<file path="src/rtl/nocft_congestion_monitor_pkg.sv">
// Shared port indices, sizing constants and counter types for the NoC congestion monitor.
// The sizing constants live here so the counter/sum typedef widths always follow them.
`ifndef NOCFT_PORT_DEFINES
`define NOCFT_PORT_DEFINES
`define NORTH 0
`define EAST  1
`define SOUTH 2
`define WEST  3
`endif

package nocft_congestion_monitor_pkg;
  localparam int NUM_PORTS = 4;
  localparam int NV        = 2;
  localparam int BUF_DEPTH = 4;
  localparam int CONG_ON   = 2;
  localparam int CONG_OFF  = 4;
  localparam int STALL_LIM = 8;

  typedef logic [$clog2(BUF_DEPTH+1)-1:0]    credit_cnt_t;
  typedef logic [$clog2(NV*BUF_DEPTH+1)-1:0] port_free_t;
  typedef logic [$clog2(STALL_LIM+1)-1:0]    stall_cnt_t;
endpackage

</file>
<file path="src/rtl/nocft_congestion_monitor_credit_port.sv">
// One planar output port: per-VC credit counters, free-credit hysteresis,
// head-of-line stall timer and sticky credit error.
//
//   state     | meaning
//   HYST_LOW  | enough free credits downstream, no threshold congestion
//   HYST_HIGH | free credits fell to CONG_ON, held until they recover to CONG_OFF
module nocft_credit_port
  import nocft_congestion_monitor_pkg::*;
(
  input  logic          clk,
  input  logic          rst_n,
  input  logic          flit_sent,
  input  logic [NV-1:0] sent_vc,
  input  logic [NV-1:0] credit_ret,
  input  logic          port_req,
  input  logic [NV-1:0] req_vc,
  output logic          cong_next,
  output logic [NV-1:0] avail_next,
  output logic          cred_err
);
  typedef enum logic {HYST_LOW, HYST_HIGH} hyst_state_t;

  localparam credit_cnt_t CNT_MAX   = credit_cnt_t'(BUF_DEPTH);
  localparam stall_cnt_t  STALL_MAX = stall_cnt_t'(STALL_LIM);

  credit_cnt_t cnt_q [NV];
  credit_cnt_t cnt_d [NV];
  logic        err_d;
  port_free_t  free;
  hyst_state_t hyst_q, hyst_d;
  stall_cnt_t  stall_q, stall_d;
  logic [NV-1:0] cnt_zero;
  logic        stalled;

  // A send and a return on the same VC cancel; saturate and flag otherwise.
  always_comb begin
    err_d = cred_err;
    for (int v = 0; v < NV; v++) begin
      cnt_d[v] = cnt_q[v];
      if ((flit_sent && sent_vc[v]) && !credit_ret[v]) begin
        if (cnt_q[v] == '0) err_d = 1'b1;
        else                cnt_d[v] = cnt_q[v] - credit_cnt_t'(1);
      end else if (credit_ret[v] && !(flit_sent && sent_vc[v])) begin
        if (cnt_q[v] == CNT_MAX) err_d = 1'b1;
        else                     cnt_d[v] = cnt_q[v] + credit_cnt_t'(1);
      end
      avail_next[v] = (cnt_d[v] != '0);
      cnt_zero[v]   = (cnt_q[v] == '0);
    end
  end

  always_comb begin
    free = '0;
    for (int v = 0; v < NV; v++) free = free + port_free_t'(cnt_q[v]);
  end

  always_comb begin
    hyst_d = hyst_q;
    case (hyst_q)
      HYST_LOW:  if (free <= port_free_t'(CONG_ON))  hyst_d = HYST_HIGH;
      HYST_HIGH: if (free >= port_free_t'(CONG_OFF)) hyst_d = HYST_LOW;
      default:   hyst_d = HYST_LOW;
    endcase
  end

  always_comb begin
    stalled = port_req && ((req_vc & cnt_zero) != '0);
    stall_d = '0;
    if (stalled) stall_d = (stall_q == STALL_MAX) ? stall_q : stall_q + stall_cnt_t'(1);
    cong_next = (hyst_d == HYST_HIGH) || (stall_d == STALL_MAX);
  end

  always_ff @(posedge clk) begin
    if (!rst_n) begin
      for (int v = 0; v < NV; v++) cnt_q[v] <= CNT_MAX;
      hyst_q   <= HYST_LOW;
      stall_q  <= '0;
      cred_err <= 1'b0;
    end else begin
      for (int v = 0; v < NV; v++) cnt_q[v] <= cnt_d[v];
      hyst_q   <= hyst_d;
      stall_q  <= stall_d;
      cred_err <= err_d;
    end
  end
endmodule

</file>
<file path="src/rtl/nocft_congestion_monitor.sv">
// Per-router congestion monitor: four independent credit ports plus the
// registered congestion and credit-available outputs seen by the routing unit.
module nocft_congestion_monitor
  import nocft_congestion_monitor_pkg::*;
(
  input  logic                          clk,
  input  logic                          rst_n,
  input  logic [NUM_PORTS-1:0]          flit_sent,
  input  logic [NUM_PORTS-1:0][NV-1:0]  sent_vc,
  input  logic [NUM_PORTS-1:0][NV-1:0]  credit_ret,
  input  logic [NUM_PORTS-1:0]          port_req,
  input  logic [NUM_PORTS-1:0][NV-1:0]  req_vc,
  output logic [NUM_PORTS-1:0]          congestion,
  output logic [NUM_PORTS-1:0][NV-1:0]  credit_avail,
  output logic [NUM_PORTS-1:0]          cred_err
);
  logic [NUM_PORTS-1:0]         cong_next;
  logic [NUM_PORTS-1:0][NV-1:0] avail_next;

  for (genvar p = 0; p < NUM_PORTS; p++) begin : g_port
    nocft_credit_port u_port (
      .clk        (clk),
      .rst_n      (rst_n),
      .flit_sent  (flit_sent[p]),
      .sent_vc    (sent_vc[p]),
      .credit_ret (credit_ret[p]),
      .port_req   (port_req[p]),
      .req_vc     (req_vc[p]),
      .cong_next  (cong_next[p]),
      .avail_next (avail_next[p]),
      .cred_err   (cred_err[p])
    );
  end

  always_ff @(posedge clk) begin
    if (!rst_n) begin
      congestion   <= '0;
      credit_avail <= '1;
    end else begin
      congestion   <= cong_next;
      credit_avail <= avail_next;
    end
  end
endmodule

</file>
<file path="config.mk">
export PLATFORM = sky130hd
export DESIGN_NAME = nocft_congestion_monitor
export DESIGN_NICKNAME = d
export VERILOG_FILES = /design/src/rtl/nocft_congestion_monitor_pkg.sv /design/src/rtl/nocft_congestion_monitor_credit_port.sv /design/src/rtl/nocft_congestion_monitor.sv
export SDC_FILE = /design/constraint.sdc
export NUM_CORES = 1
export LEC_CHECK = 0
export ABC_AREA = 1
export CORE_ASPECT_RATIO = 1.1
export CORE_UTILIZATION = 45
export DETAILED_ROUTE_END_ITERATION = 10
export PLACE_DENSITY_LB_ADDON = 0.3
export SLEW_MARGIN = 20
export SYNTH_ARGS = -nofsm -noshare
export SYNTH_HDL_FRONTEND = slang
export SYNTH_SLANG_ARGS = --single-unit
</file>
<file path="constraint.sdc">
create_clock -name clk -period 1.75 [get_ports clk]
set_input_delay 0.175 -clock clk [delete_from_list [all_inputs] [get_ports clk]]
set_output_delay 0.175 -clock clk [all_outputs]
set_load 0.01 [all_outputs]
</file>
==> results.cfg <==
[run_status]
status = finished clean

[sta]
slew_headroom_pct = 82.7
setup_slack_ps = 89.0
finalSetupTns_ps = 0
rsz0062_at_grt = false
finalHoldViolations = 0
worst_slew_pin_slew_ps = 256
max_freq_mhz = 602
slew_violations = 0
fin_skew_ps = 7.37
setup_viol = 0
period_share_pct = 94.9
period_minus_slack_ps = 1660

[placement]
hpwl_um = 6410
post-place-ws_ps = 11.6
gp_congestion = 0.894
io_buffers = 49
placed_area_sq_mm = 0.00463

[cells_and_area]
fin_util_pct = 57.0
finalNetCount = 722
diodes = 0
stdcell_area_sq_mm = 0.00484
drive_above_1_share_pct = 10.7
syn_to_final_growth_pct = 21.4

[critical_path]
critPathLaunchType = flip-flop
critPathTopFamily = simple AND/OR/NAND/NOR gates
cpMaxStageDelayCell = or3b_2
critical_path_arrival_ps = 1900
crit_path_max_incr_delay_ps = 460
worstSetupPathType = flip-flop to flip-flop
path_max_fanout = 2
critPathBufInv = 1
crit_required_ps = 1990
crit_chain = ha_4, inv_1, fa_1, or3b_2, nand4_1, nand2_1
critPathCaptureType = flip-flop

[floorplanning]
io_pins = 50
die_h_um = 101
die_w_um = 91.7
coreArea_sq_mm = 0.00850
start_util_pct = 46.9
die_area_sq_mm = 0.00924
fp-row-count = 35

[power]
cellLeakagePower_nw = 2.39
internal-power_mw = 2.47
p_per_area_mw_per_mm2 = 760
ir_drop_mv = 0.408
finalPower_mw = 3.68
seq_power_share_pct = 42.1
switching_share_pct = 32.9
combPwrFrac_pct = 28.9
clkPwrFrac_pct = 29.0
power_switching_mw = 1.21

[grt]
grt_max_degree = 13
grt.total_usage_pct = 18.6
grt_remaining_overflow = 0
grt_pass1_vias = 3440
grt_pass1_wl_um = 13800
antenna_found_initial = 0

[yosys]
seq_area_frac_synth_pct = 30.1
ys_top_cells_by_area = dfxtp_1 30%, ha_1 14%, nand2_1 14%
synth_warnings = 0
synthArstFlopShare_pct = 0
synth-seq-cells = 60
synth_top_area_share_pct = 30.1
ys.flop_type = dfxtp_1
syn_nets = 659
synth_edf_count = 0
avgSynthCellArea_sq_um = 6.91
syn_area_sq_mm = 0.00399
synth_area_leader_cell = dfxtp_1
synth_cells = 577
synthDistinctLibCells = 29

[clocking]
cts_buffer_depth = 2
clock_sinks = 60
clockRootBuffer = clkbuf_8
cts_buffers = 9
ctsHoldBuffers = 0
clk_latency_ps = 340
htree_levels = 3
clk_pin_slew_ps = 70
cts_tree = yes

[drt]
antenna_left = 0
wl_per_cell_um = 10.6
viasPerCell = 4.74
wl_um = 8040
drc = 0
vias = 3585
drtIter0Drc = 105
first_pass_iters = 5

[run]
drv_cap = 0

[worst_hold_path]
hold_path.class = input port to flip-flop
Yosys cell counts, types with 2 or more instances:
master and count:
inv_1 93, xor2_1 7, nand2_2 14, nand3b_1 6, dfxtp_1 60, nor2_1 70
nor2_2 7, ha_1 44, nand3_1 58, or3b_2 3, or2_0 3, nand4_1 5
xnor2_1 9, buf_2 2, nand2_1 146, nor3_1 2, nor2_4 3, fa_1 4
or2_2 2, a21oi_1 8, buf_4 5, xor2_2 2, o21ai_0 16, o211ai_1 3
final timing paths:
path                                                         startpoint                                     end  slack, ps  depth (start not counted)
worst max register to register  g_port[2].u_port.cnt_q[0][0]$_SDFF_PN0_                congestion[2]$_SDFF_PN0_         90                          6
worst max-delay path            g_port[2].u_port.cnt_q[0][0]$_SDFF_PN0_                congestion[2]$_SDFF_PN0_         90                          6
worst min-delay path                                        port_req[1]  g_port[1].u_port.stall_q[3]$_SDFF_PN0_        470                          3
worst min register to register     g_port[1].u_port.cred_err$_SDFF_PN0_    g_port[1].u_port.cred_err$_SDFF_PN0_        530                          3
cells by family after synthesis:
| group | Yosys count | share of synthesized area, % |
|---|---|---|
| simple gates | 322 | 35.9 |
| buf+inv | 101 | 10.0 |
| flops | 60 | 30.1 |
| fa+ha+maj | 48 | 15.8 |
| compound gates | 28 | 3.70 |
| xor+xnor | 18 | 4.33 |
layer usage:
layer	vias to the layer above	wire [um]	GRT usage, %	share of wire, %
li1	1909	-	-	-
met1	1613	3590	20.4	45
met2	53	4070	34.6	51
met3	10	261	4.52	3.2
met4	0	108	6.73	1.3
met5	-	0	0	0
placed cells by master, fill, tap and decap left out, types with 2 or more instances in the layout:
master           count
clkinvlp_4           2
or3b_4               2
xor2_2               2
xnor2_1              9
nand4_1              5
nor2_2               7
nand2_1            146
inv_2                2
a21oi_1              8
ha_1                41
nor3_1               2
o211ai_1             3
or2_0                3
buf_4               10
nand3b_1             6
or2_2                2
clkinv_2             4
nor2_1              70
ha_2                 2
o21ai_0             16
nand2_2             14
fa_1                 4
clkdlybuf4s50_1     49
clkbuf_8             9
inv_1               91
xor2_1               7
nand3_1             58
nor2_4               3
dfxtp_2              6
dfxtp_1             54
through the flow:
step,std cells,hold slack [ps]
after CTS,754,456
after detailed placement,738,506
after global routing,756,462
after global placement,738,509
final,756,474
after floorplan,577,363
sequential cells by signal, indices dropped and copies added (netlist names):
name,flops
g_port.u_port.hyst_q,4
congestion,4
credit_avail,8
g_port.u_port.cred_err,4
g_port.u_port.stall_q,16
g_port.u_port.cnt_q,24
final cells by class:
type                            count  area, sq um
Fill cell                         784         3660
Multi-Input combinational cell    416         2410
Sequential cell                    60         1210
Timing Repair Buffer               59          566
Inverter                           94          353
Tap cell                          111          139
Clock buffer                        9          124
Clock inverter                      7         43.8
worst min-delay path: stages:
cell and delay, ps:
clkdlybuf4s50_1 410, nand3_2 130, nor2_4 50
power groups by stage:
stage | clock network [mW] | registers (mW) | logic, mW
floorplan | 0 | 1.57 | 0.711
global placement | 0 | 1.57 | 1.01
detailed placement | 0 | 1.57 | 1.03
CTS | 1.10 | 1.54 | 1.04
global route | 1.17 | 1.56 | 1.22
finish | 1.07 | 1.55 | 1.06
repair_timing:
item                                    CTS  global route
endpoints found under the setup margin    0             6
buffers inserted                          0             2
gates resized for setup                   0            14
endpoints found under the hold margin     0             0
No activity file was read; power rests on OpenSTA's default activity.
